`src/rtl/cpu_pkg.sv`:
```
// Shared types for the accumulator core: opcodes, FSM states, ALU ops, skip codes.
// Pure declarations: no latency, no flow control.
package cpu_pkg;

  localparam int OPC_WIDTH = 4;

  typedef enum logic [OPC_WIDTH-1:0] {
    OP_LOAD  = 4'h1,
    OP_STORE = 4'h2,
    OP_ADD   = 4'h3,
    OP_SUB   = 4'h4,
    OP_AND   = 4'h6,
    OP_HALT  = 4'h7,
    OP_SKIP  = 4'h8,
    OP_JUMP  = 4'h9,
    OP_CLEAR = 4'hA,
    OP_OR    = 4'hC,
    OP_NOT   = 4'hD,
    OP_JUMPI = 4'hE
  } opcode_e;

  typedef enum logic [2:0] {
    S_FETCH,
    S_DECODE,
    S_EXEC,
    S_WB,
    S_HALT
  } state_e;

  typedef enum logic [2:0] {
    ALU_ADD,
    ALU_SUB,
    ALU_AND,
    ALU_OR,
    ALU_NOT
  } alu_op_e;

  localparam logic [1:0] SKIP_NEG   = 2'b00;
  localparam logic [1:0] SKIP_ZERO  = 2'b01;
  localparam logic [1:0] SKIP_POS   = 2'b10;
  localparam logic [1:0] SKIP_NEVER = 2'b11;

endpackage

```
`src/rtl/accum_cpu_core_if.sv`:
```
// Single-port memory bus between the core (master) and a memory (slave).
// req/ready handshake: a request completes on the rising edge where ready is high.
interface accum_cpu_core_if #(
  parameter int DATA_WIDTH = 16,
  parameter int ADDR_WIDTH = 12
);
  logic                  req;
  logic                  we;
  logic [ADDR_WIDTH-1:0] addr;
  logic [DATA_WIDTH-1:0] wdata;
  logic [DATA_WIDTH-1:0] rdata;
  logic                  ready;

  modport master (output req, we, addr, wdata, input rdata, ready);
  modport slave  (input req, we, addr, wdata, output rdata, ready);
endinterface

```
`src/rtl/accum_cpu_core_alu.sv`:
```
// Combinational accumulator ALU, y = op(a, b); zero latency, no flow control.
module accum_alu
  import cpu_pkg::*;
#(
  parameter int DATA_WIDTH = 16
) (
  input  logic [DATA_WIDTH-1:0] a,
  input  logic [DATA_WIDTH-1:0] b,
  input  alu_op_e               op,
  output logic [DATA_WIDTH-1:0] y
);
  always_comb begin
    y = '0;
    case (op)
      ALU_ADD: y = a + b;
      ALU_SUB: y = a - b;
      ALU_AND: y = a & b;
      ALU_OR:  y = a | b;
      ALU_NOT: y = ~b;
      default: y = '0;
    endcase
  end
endmodule

```
`src/rtl/accum_cpu_core.sv`:
```
// Accumulator CPU: fetch/decode/exec/wb FSM; 2-4 cycles per instruction at zero wait.
// A request with ready low holds the bus and stalls the FSM one cycle per wait.
module accum_cpu_core
  import cpu_pkg::*;
#(
  parameter int                  DATA_WIDTH = 16,
  parameter int                  ADDR_WIDTH = 12,
  parameter logic [ADDR_WIDTH-1:0] RESET_PC = 'h100
) (
  input  logic                  clk,
  input  logic                  rst_n,
  accum_cpu_core_if.master      mem,
  output logic [ADDR_WIDTH-1:0] pc_out,
  output logic [DATA_WIDTH-1:0] ac_out,
  output logic                  halted,
  output logic                  illegal
);
  localparam logic [ADDR_WIDTH-1:0] PC_ONE = {{(ADDR_WIDTH-1){1'b0}}, 1'b1};

  state_e                state_q, state_d;
  logic [ADDR_WIDTH-1:0] pc_q, pc_d;
  logic [DATA_WIDTH-1:0] ac_q, ac_d, ir_q, ir_d, mbr_q, mbr_d;
  logic                  ill_q, ill_d;

  logic                  req, we;
  logic [ADDR_WIDTH-1:0] addr;
  logic [DATA_WIDTH-1:0] wdata;

  opcode_e               opc;
  logic [ADDR_WIDTH-1:0] operand, pc_inc;
  logic [1:0]            skip_code;
  logic                  ac_neg, ac_zero, skip_take;
  alu_op_e               alu_op;
  logic [DATA_WIDTH-1:0] alu_y;

  assign opc       = opcode_e'(ir_q[DATA_WIDTH-1 -: OPC_WIDTH]);
  assign operand   = ir_q[ADDR_WIDTH-1:0];
  // Skip code sits at IR[11:10] independent of ADDR_WIDTH.
  assign skip_code = ir_q[11:10];
  assign pc_inc    = pc_q + PC_ONE;
  assign ac_neg    = ac_q[DATA_WIDTH-1];
  assign ac_zero   = (ac_q == '0);

  always_comb begin
    skip_take = 1'b0;
    case (skip_code)
      SKIP_NEG:  skip_take = ac_neg;
      SKIP_ZERO: skip_take = ac_zero;
      SKIP_POS:  skip_take = !ac_neg && !ac_zero;
      default:   skip_take = 1'b0;
    endcase
  end

  always_comb begin
    alu_op = ALU_ADD;
    case (opc)
      OP_SUB:  alu_op = ALU_SUB;
      OP_AND:  alu_op = ALU_AND;
      OP_OR:   alu_op = ALU_OR;
      OP_NOT:  alu_op = ALU_NOT;
      default: alu_op = ALU_ADD;
    endcase
  end

  accum_alu #(.DATA_WIDTH(DATA_WIDTH)) u_alu (
    .a  (ac_q),
    .b  (mbr_q),
    .op (alu_op),
    .y  (alu_y)
  );

  always_comb begin
    state_d = state_q;
    pc_d    = pc_q;
    ac_d    = ac_q;
    ir_d    = ir_q;
    mbr_d   = mbr_q;
    ill_d   = ill_q;
    req     = 1'b0;
    we      = 1'b0;
    addr    = '0;
    wdata   = '0;
    case (state_q)
      S_FETCH: begin
        req  = 1'b1;
        addr = pc_q;
        if (mem.ready) begin
          ir_d    = mem.rdata;
          pc_d    = pc_inc;
          state_d = S_DECODE;
        end
      end
      S_DECODE: begin
        state_d = S_FETCH;
        case (opc)
          OP_CLEAR: ac_d = '0;
          OP_JUMP:  pc_d = operand;
          OP_SKIP:  if (skip_take) pc_d = pc_inc;
          OP_HALT:  state_d = S_HALT;
          OP_LOAD, OP_STORE, OP_ADD, OP_SUB, OP_AND,
          OP_OR, OP_NOT, OP_JUMPI: state_d = S_EXEC;
          default: begin
            ill_d   = 1'b1;
            state_d = S_HALT;
          end
        endcase
      end
      S_EXEC: begin
        req   = 1'b1;
        addr  = operand;
        we    = (opc == OP_STORE);
        wdata = (opc == OP_STORE) ? ac_q : '0;
        if (mem.ready) begin
          state_d = S_FETCH;
          case (opc)
            OP_STORE: ;
            OP_LOAD:  ac_d = mem.rdata;
            OP_JUMPI: pc_d = mem.rdata[ADDR_WIDTH-1:0];
            default: begin
              mbr_d   = mem.rdata;
              state_d = S_WB;
            end
          endcase
        end
      end
      S_WB: begin
        ac_d    = alu_y;
        state_d = S_FETCH;
      end
      S_HALT: ;
      default: state_d = S_FETCH;
    endcase
  end

  always_ff @(posedge clk or negedge rst_n) begin
    if (!rst_n) begin
      state_q <= S_FETCH;
      pc_q    <= RESET_PC;
      ac_q    <= '0;
      ir_q    <= '0;
      mbr_q   <= '0;
      ill_q   <= 1'b0;
    end else begin
      state_q <= state_d;
      pc_q    <= pc_d;
      ac_q    <= ac_d;
      ir_q    <= ir_d;
      mbr_q   <= mbr_d;
      ill_q   <= ill_d;
    end
  end

  // Bus is forced idle while reset is held so a pending request drops at once.
  assign mem.req   = req & rst_n;
  assign mem.we    = we & rst_n;
  assign mem.addr  = rst_n ? addr : '0;
  assign mem.wdata = rst_n ? wdata : '0;

  assign pc_out  = pc_q;
  assign ac_out  = ac_q;
  assign halted  = (state_q == S_HALT);
  assign illegal = ill_q;
endmodule

```
`src/flat_wrapper.sv`:
```
// flat-port wrapper written by rule: the top's interface ports become plain ports
module accum_cpu_core_flat import cpu_pkg::*;
#(
  parameter int                  DATA_WIDTH = 16,
  parameter int                  ADDR_WIDTH = 12,
  parameter logic [ADDR_WIDTH-1:0] RESET_PC = 'h100
)
  (clk, rst_n, pc_out, ac_out, halted, illegal, mem_req, mem_we, mem_addr, mem_wdata, mem_rdata, mem_ready);
  accum_cpu_core_if #(.DATA_WIDTH(DATA_WIDTH), .ADDR_WIDTH(ADDR_WIDTH)) mem_i ();
  input  logic clk;
  input  logic rst_n;
  output logic [ADDR_WIDTH-1:0] pc_out;
  output logic [DATA_WIDTH-1:0] ac_out;
  output logic halted;
  output logic illegal;
  output wire logic [$bits(mem_i.req)-1:0] mem_req;
  output wire logic [$bits(mem_i.we)-1:0] mem_we;
  output wire logic [$bits(mem_i.addr)-1:0] mem_addr;
  output wire logic [$bits(mem_i.wdata)-1:0] mem_wdata;
  input wire logic [$bits(mem_i.rdata)-1:0] mem_rdata;
  input wire logic [$bits(mem_i.ready)-1:0] mem_ready;
  assign mem_req = mem_i.req;
  assign mem_we = mem_i.we;
  assign mem_addr = mem_i.addr;
  assign mem_wdata = mem_i.wdata;
  assign mem_i.rdata = mem_rdata;
  assign mem_i.ready = mem_ready;
  accum_cpu_core #(.DATA_WIDTH(DATA_WIDTH), .ADDR_WIDTH(ADDR_WIDTH), .RESET_PC(RESET_PC)) u_core (.clk(clk), .rst_n(rst_n), .mem(mem_i), .pc_out(pc_out), .ac_out(ac_out), .halted(halted), .illegal(illegal));
endmodule
```
`config.mk`:
```
export PLATFORM = sky130hd
export DESIGN_NAME = accum_cpu_core_flat
export DESIGN_NICKNAME = d
export VERILOG_FILES = /design/src/rtl/cpu_pkg.sv /design/src/rtl/accum_cpu_core_if.sv /design/src/rtl/accum_cpu_core_alu.sv /design/src/rtl/accum_cpu_core.sv /design/src/flat_wrapper.sv
export SDC_FILE = /design/constraint.sdc
export NUM_CORES = 1
export LEC_CHECK = 0
export ABC_CLOCK_PERIOD_IN_PS = 6750
export CORE_UTILIZATION = 40
export CTS_BUF_LIST = sky130_fd_sc_hd__clkbuf_16
export DETAILED_ROUTE_END_ITERATION = 10
export PLACE_DENSITY = 0.67
export SLEW_MARGIN = 25
export SYNTH_ARGS = -nofsm -noshare
export SYNTH_HDL_FRONTEND = slang
export SYNTH_SLANG_ARGS = --single-unit
```
`constraint.sdc`:
```
create_clock -name clk -period 6.75 [get_ports clk]
set_clock_uncertainty 0.05 [all_clocks]
set_input_delay 1.0125 -clock clk [delete_from_list [all_inputs] [get_ports clk]]
set_output_delay 1.0125 -clock clk [all_outputs]
set_load 0.05 [all_outputs]
```
# After elaboration in Yosys (flattened, before gate mapping)
# Cells that the tools add are included.
# totals
register_bits	64
input_bits	19
output_inout_bits	60
elab_cells	91
# op_classes
addsub	3
eq_ne	29
muxes	25
n_bitwise	8
n_reduce_logical	20
# ops
op	n
16-bit 2-to-1 mux	6
16-bit one-hot mux with 5 select lines	1
12-bit 2-to-1 mux	5
12-bit one-hot mux with 2 select lines	2
16-bit one-hot mux with 3 select lines	1
12-bit one-hot mux with 3 select lines	1
4-bit == test, second input constant	6
3-bit one-hot mux with 4 select lines	2
16-bit adder	1
16-bit AND	1
16-bit zero test	1
16-bit inverter	1
16-bit OR	1
16-bit subtractor	1
12-bit by 1-bit adder with 12-bit output, second input constant	1
3-bit by 2-bit == test with 1-bit output, second input constant	4
4-bit by 3-bit == test with 1-bit output, second input constant	3
12-bit OR reduction	1
4-bit by 2-bit == test with 1-bit output, second input constant	2
8-bit OR reduction	1
3-bit by 1-bit == test with 1-bit output, second input constant	2
3-bit == test, second input constant	2
3-bit zero test	2
3-bit 2-to-1 mux	2
22 further kinds	35

# Depth between registers and ports, before layout
# logic_depth
word_depth	7
depth_mapped	13

# By module
# A second synthesis with hierarchy kept.
# unflattened
hier_cells	580
area_unflattened_um2	5156.2
# modules_own_cells
mod	instances	cells_per_inst	area_each_um2
accum_cpu_core	1	346	3534.6
accum_alu	1	234	1621.6

# Least setup slack after synthesis
# OpenSTA, ideal clock, no wires.
# synth_timing
path_kind	in2out
start	in rst_n
end	out mem_wdata[10]
arrival_ps	2148
t_required_ps	5688
path_slack_ps	3540
stages	4
path_buffers	2
cell_sequence	and4_1 -> clkbuf_1 -> buf_2 -> and2_1
# synth_via
elab_chain_cells	1
# synth_rtl
item	line	text
start, declared	flat_wrapper.sv:11	input logic rst_n;
16-bit 2-to-1 mux	accum_cpu_core.sv:157	assign mem.wdata = rst_n ? wdata : '0;
end, declared	flat_wrapper.sv:19	output wire logic [$bits(mem_i.wdata)-1:0] mem_wdata;
# Every way passes these cells.

# Worst setup path in the final report
# layout_timing
start	reg u_core.ir_q[13]
end	out mem_wdata[1]
# layout_via
elab_chain_cells	4
# layout_rtl
item	line	text
start, declared	accum_cpu_core.sv:22	logic [DATA_WIDTH-1:0] ac_q, ac_d, ir_q, ir_d, mbr_q, mbr_d;
start signal, assigned	accum_cpu_core.sv:147	ir_q <= ir_d;
4-bit by 2-bit == test with 1-bit output	accum_cpu_core.sv:112	wdata = (opc == OP_STORE) ? ac_q : '0;
16-bit 2-to-1 mux	accum_cpu_core.sv:112	
16-bit 2-to-1 mux	accum_cpu_core.sv:83	case (state_q)
16-bit 2-to-1 mux	accum_cpu_core.sv:157	
# Every way passes these cells.

==> impl_metrics.tcl <==
set metrics [dict create \
    netlist-cell-type-count 84 \
    dpl.hpwl_um 11000 \
    wl_um 15300 \
    cts_hold_buf 0 \
    min_to "u_core.illegal$_DFFE_PN0P_" \
    use_met3 0.0457 \
    fin_setup_tns_ns 0 \
    timing.final.crit_share 0.640 \
    drtPass1Iterations 5 \
    fin_area_um2 6380 \
    ant_nets 0 \
    avgViaCountPerCell 6.04 \
    ys.warnings.count 0 \
    wl_per_cell_um 18.7 \
    clk_path_buf_depth 2 \
    cts_max_level 3 \
    initial_utilization 0.412 \
    slew_headroom 0.335 \
    drc 0 \
    maxSlewViolCount 0 \
    root_buffer "clkbuf_16" \
    rows 41 \
    synth_edf_count 0 \
    async_reset_ff_frac 1.00 \
    placedCellCount 801 \
    grt_pass1_vias 4772 \
    timing_hold_violations_final 0 \
    syn2layout_area_growth_pct 22.3 \
    final_nets 679 \
    busiest_layer "met2" \
    rsz0062_at_grt "no" \
    criticalPathCategory "reg -> out" \
    ys_ff_latch 64 \
    status "finished clean" \
    vias 4937 \
    timing.fmax_mhz 231 \
    cts_resized 0 \
    hold_path_class "reg -> reg" \
    synthFlopType "dfrtp_1" \
    io_buffers 78 \
    reg2regPathDepth 12 \
    fin_crit_ns 4.32 \
    use_met1 0.309 \
    postCtsSetupBuffers 0 \
    synth_top_area_cell "dfrtp_1" \
    die_area_um2 13500 \
    grt_first_pass_wirelength_um 25100 \
    synthTopCellsByArea "dfrtp_1 30%, nor2_1 5.0%, mux2_2 4.7%" \
    grt_max_degree 37 \
    path_clk_slew_ns 0.06 \
    ys_seq_area_frac 0.307 \
    grt_usage 0.240 \
    grt_antenna_before_repair 0 \
    clock_sinks 64 \
    grt.overflow.total 0 \
    core_area_um2 12700 \
    drt_iter0_markers 522 \
    seq_area_um2 1600 \
    path_max_fanout 17 \
    multi_input_area_um2 3340 \
    end_kind "output port" \
    die_x_um 116 \
    worstPathRequired_ns 5.69 \
    worstMarginPinSlew_ns 0.993 \
    netlist_area_um2 5220 \
    met2_usage 0.394 \
    syn_nets 624 \
    r2r_slack_ns 3.39 \
    cts_tree "yes" \
    worstSetupStartpointType "flop" \
    whs_ns 0.430 \
    placed_area_um2 6040 \
    cp_data_arrival_time_ns 3.26 \
    die_h_um 116 \
    worstHoldPathCells 1 \
    cts_buffers 9 \
    clock_latency_ns 0.33 \
    syn-mean-instance-area_um2 8.92 \
    max_cap_violations 0 \
    setup_violations 0 \
    holdCritStartpoint "u_core.illegal$_DFFE_PN0P_" \
    drive_gt1_frac 0.124 \
    synthCells 585 \
    crit-reg2reg-capture "u_core.ac_out[12]$_DFFE_PN0P_" \
    gp_congestion 0.893 \
    synth_top_area_frac 0.302 \
    fin_cells 817 \
    r2r_start "u_core.ir_q[14]$_DFFE_PN0P_" \
    top_level_ports 79 \
    n_antenna_cell 0 \
    fillers 1185 \
]
==> critical path: stages (launching register included) <==
cell             delay (ns)
dfrtp_1                0.63
nor3b_2                0.65
and4_1                 0.63
and2_1                 0.21
clkdlybuf4s50_1        0.80
==> how the worst max path moves through the flow <==
| stage | from | to | slack, ns | depth (start not counted) |
|---|---|---|---|---|
| floorplan | rst_n | mem_wdata[10] | 3.54 | 4 |
| global placement | rst_n | mem_wdata[0] | 2.46 | 4 |
| detailed placement | rst_n | mem_wdata[1] | 2.38 | 4 |
| CTS | rst_n | mem_wdata[1] | 2.36 | 4 |
| global route | u_core.ir_q[13]$_DFFE_PN0P_ | mem_wdata[15] | 2.25 | 4 |
| finish | u_core.ir_q[13]$_DFFE_PN0P_ | mem_wdata[1] | 2.43 | 4 |
==> layer usage <==
layer,vias up,share of wire
met1,2438,0.42
li1,2268,-
met3,39,0.062
met4,0,0.034
met2,192,0.48
met5,-,0
==> placed cells by master (no fill, tap or decap), types with 15 or more instances in the layout <==
cell type / instances
clkdlybuf4s50_1: 77
nor2_1: 69
dfrtp_1: 62
nand2_1: 41
a21oi_1: 31
o21ai_1: 28
mux2_2: 22
xnor2_1: 20
ha_1: 19
and2_1: 18
xor2_1: 16
o21ai_0: 16
o22ai_1: 15
==> kinds of logic after synthesis <==
| logic type | count (synthesis) | share of synthesized area |
|---|---|---|
| and+or+nand+nor | 192 | 0.199 |
| AOI/OAI and AO/OA | 177 | 0.234 |
| DFF | 64 | 0.307 |
| buffers and inverters | 52 | 0.0523 |
| muxes | 44 | 0.0983 |
| xor gates and xnor gates | 36 | 0.0604 |
| adders and majority gates | 20 | 0.0494 |
==> registers in the layout (all words and copies together) (netlist names) <==
signal,cells
u_core.ac_out,16
u_core.ir_q,16
u_core.mbr_q,16
u_core.pc_out,12
u_core.state_q,3
u_core.illegal,1
==> cell usage after synthesis (3+ instances only) <==
cell / instances
a22o_1: 3
clkbuf_1: 12
mux2_4: 9
nor3b_1: 3
o22ai_1: 15
mux2i_1: 13
xnor2_1: 20
o31ai_1: 3
mux2_2: 22
a22oi_1: 9
and2_1: 18
nand3_1: 8
a31oi_1: 12
buf_6: 4
buf_2: 17
buf_4: 6
a221oi_2: 4
nor3_1: 6
ha_1: 19
a21o_1: 3
o21ai_0: 16
nand4_1: 4
and3_1: 4
nor4_1: 5
a221oi_1: 11
nor2_1: 69
o22a_1: 8
dfrtp_1: 63
xor2_1: 16
a21oi_1: 31
nor2b_1: 5
nand2b_1: 6
nor4_4: 3
o21ai_1: 28
nand2_1: 41
inv_1: 9
==> stage by stage <==
step	worst slack, ns	utilization
floorplan	3.54	-
global placement	2.46	0.475
detailed placement	2.38	0.476
CTS	2.36	0.504
global route	2.25	0.504
finish	2.43	0.504
==> area by class of cell <==
cell class / instances / area share
multi-input combinational: 469 / 0.524
sequential: 64 / 0.251
timing repair buffer: 85 / 0.130
clock buffer: 9 / 0.0353
tap: 172 / 0.0337
clock inverter: 7 / 0.0186
inverter: 11 / 0.00686
Power is left out: the tool's default activity adds up to more than one toggle a clock period on the data nets, which glitch-free logic cannot reach.
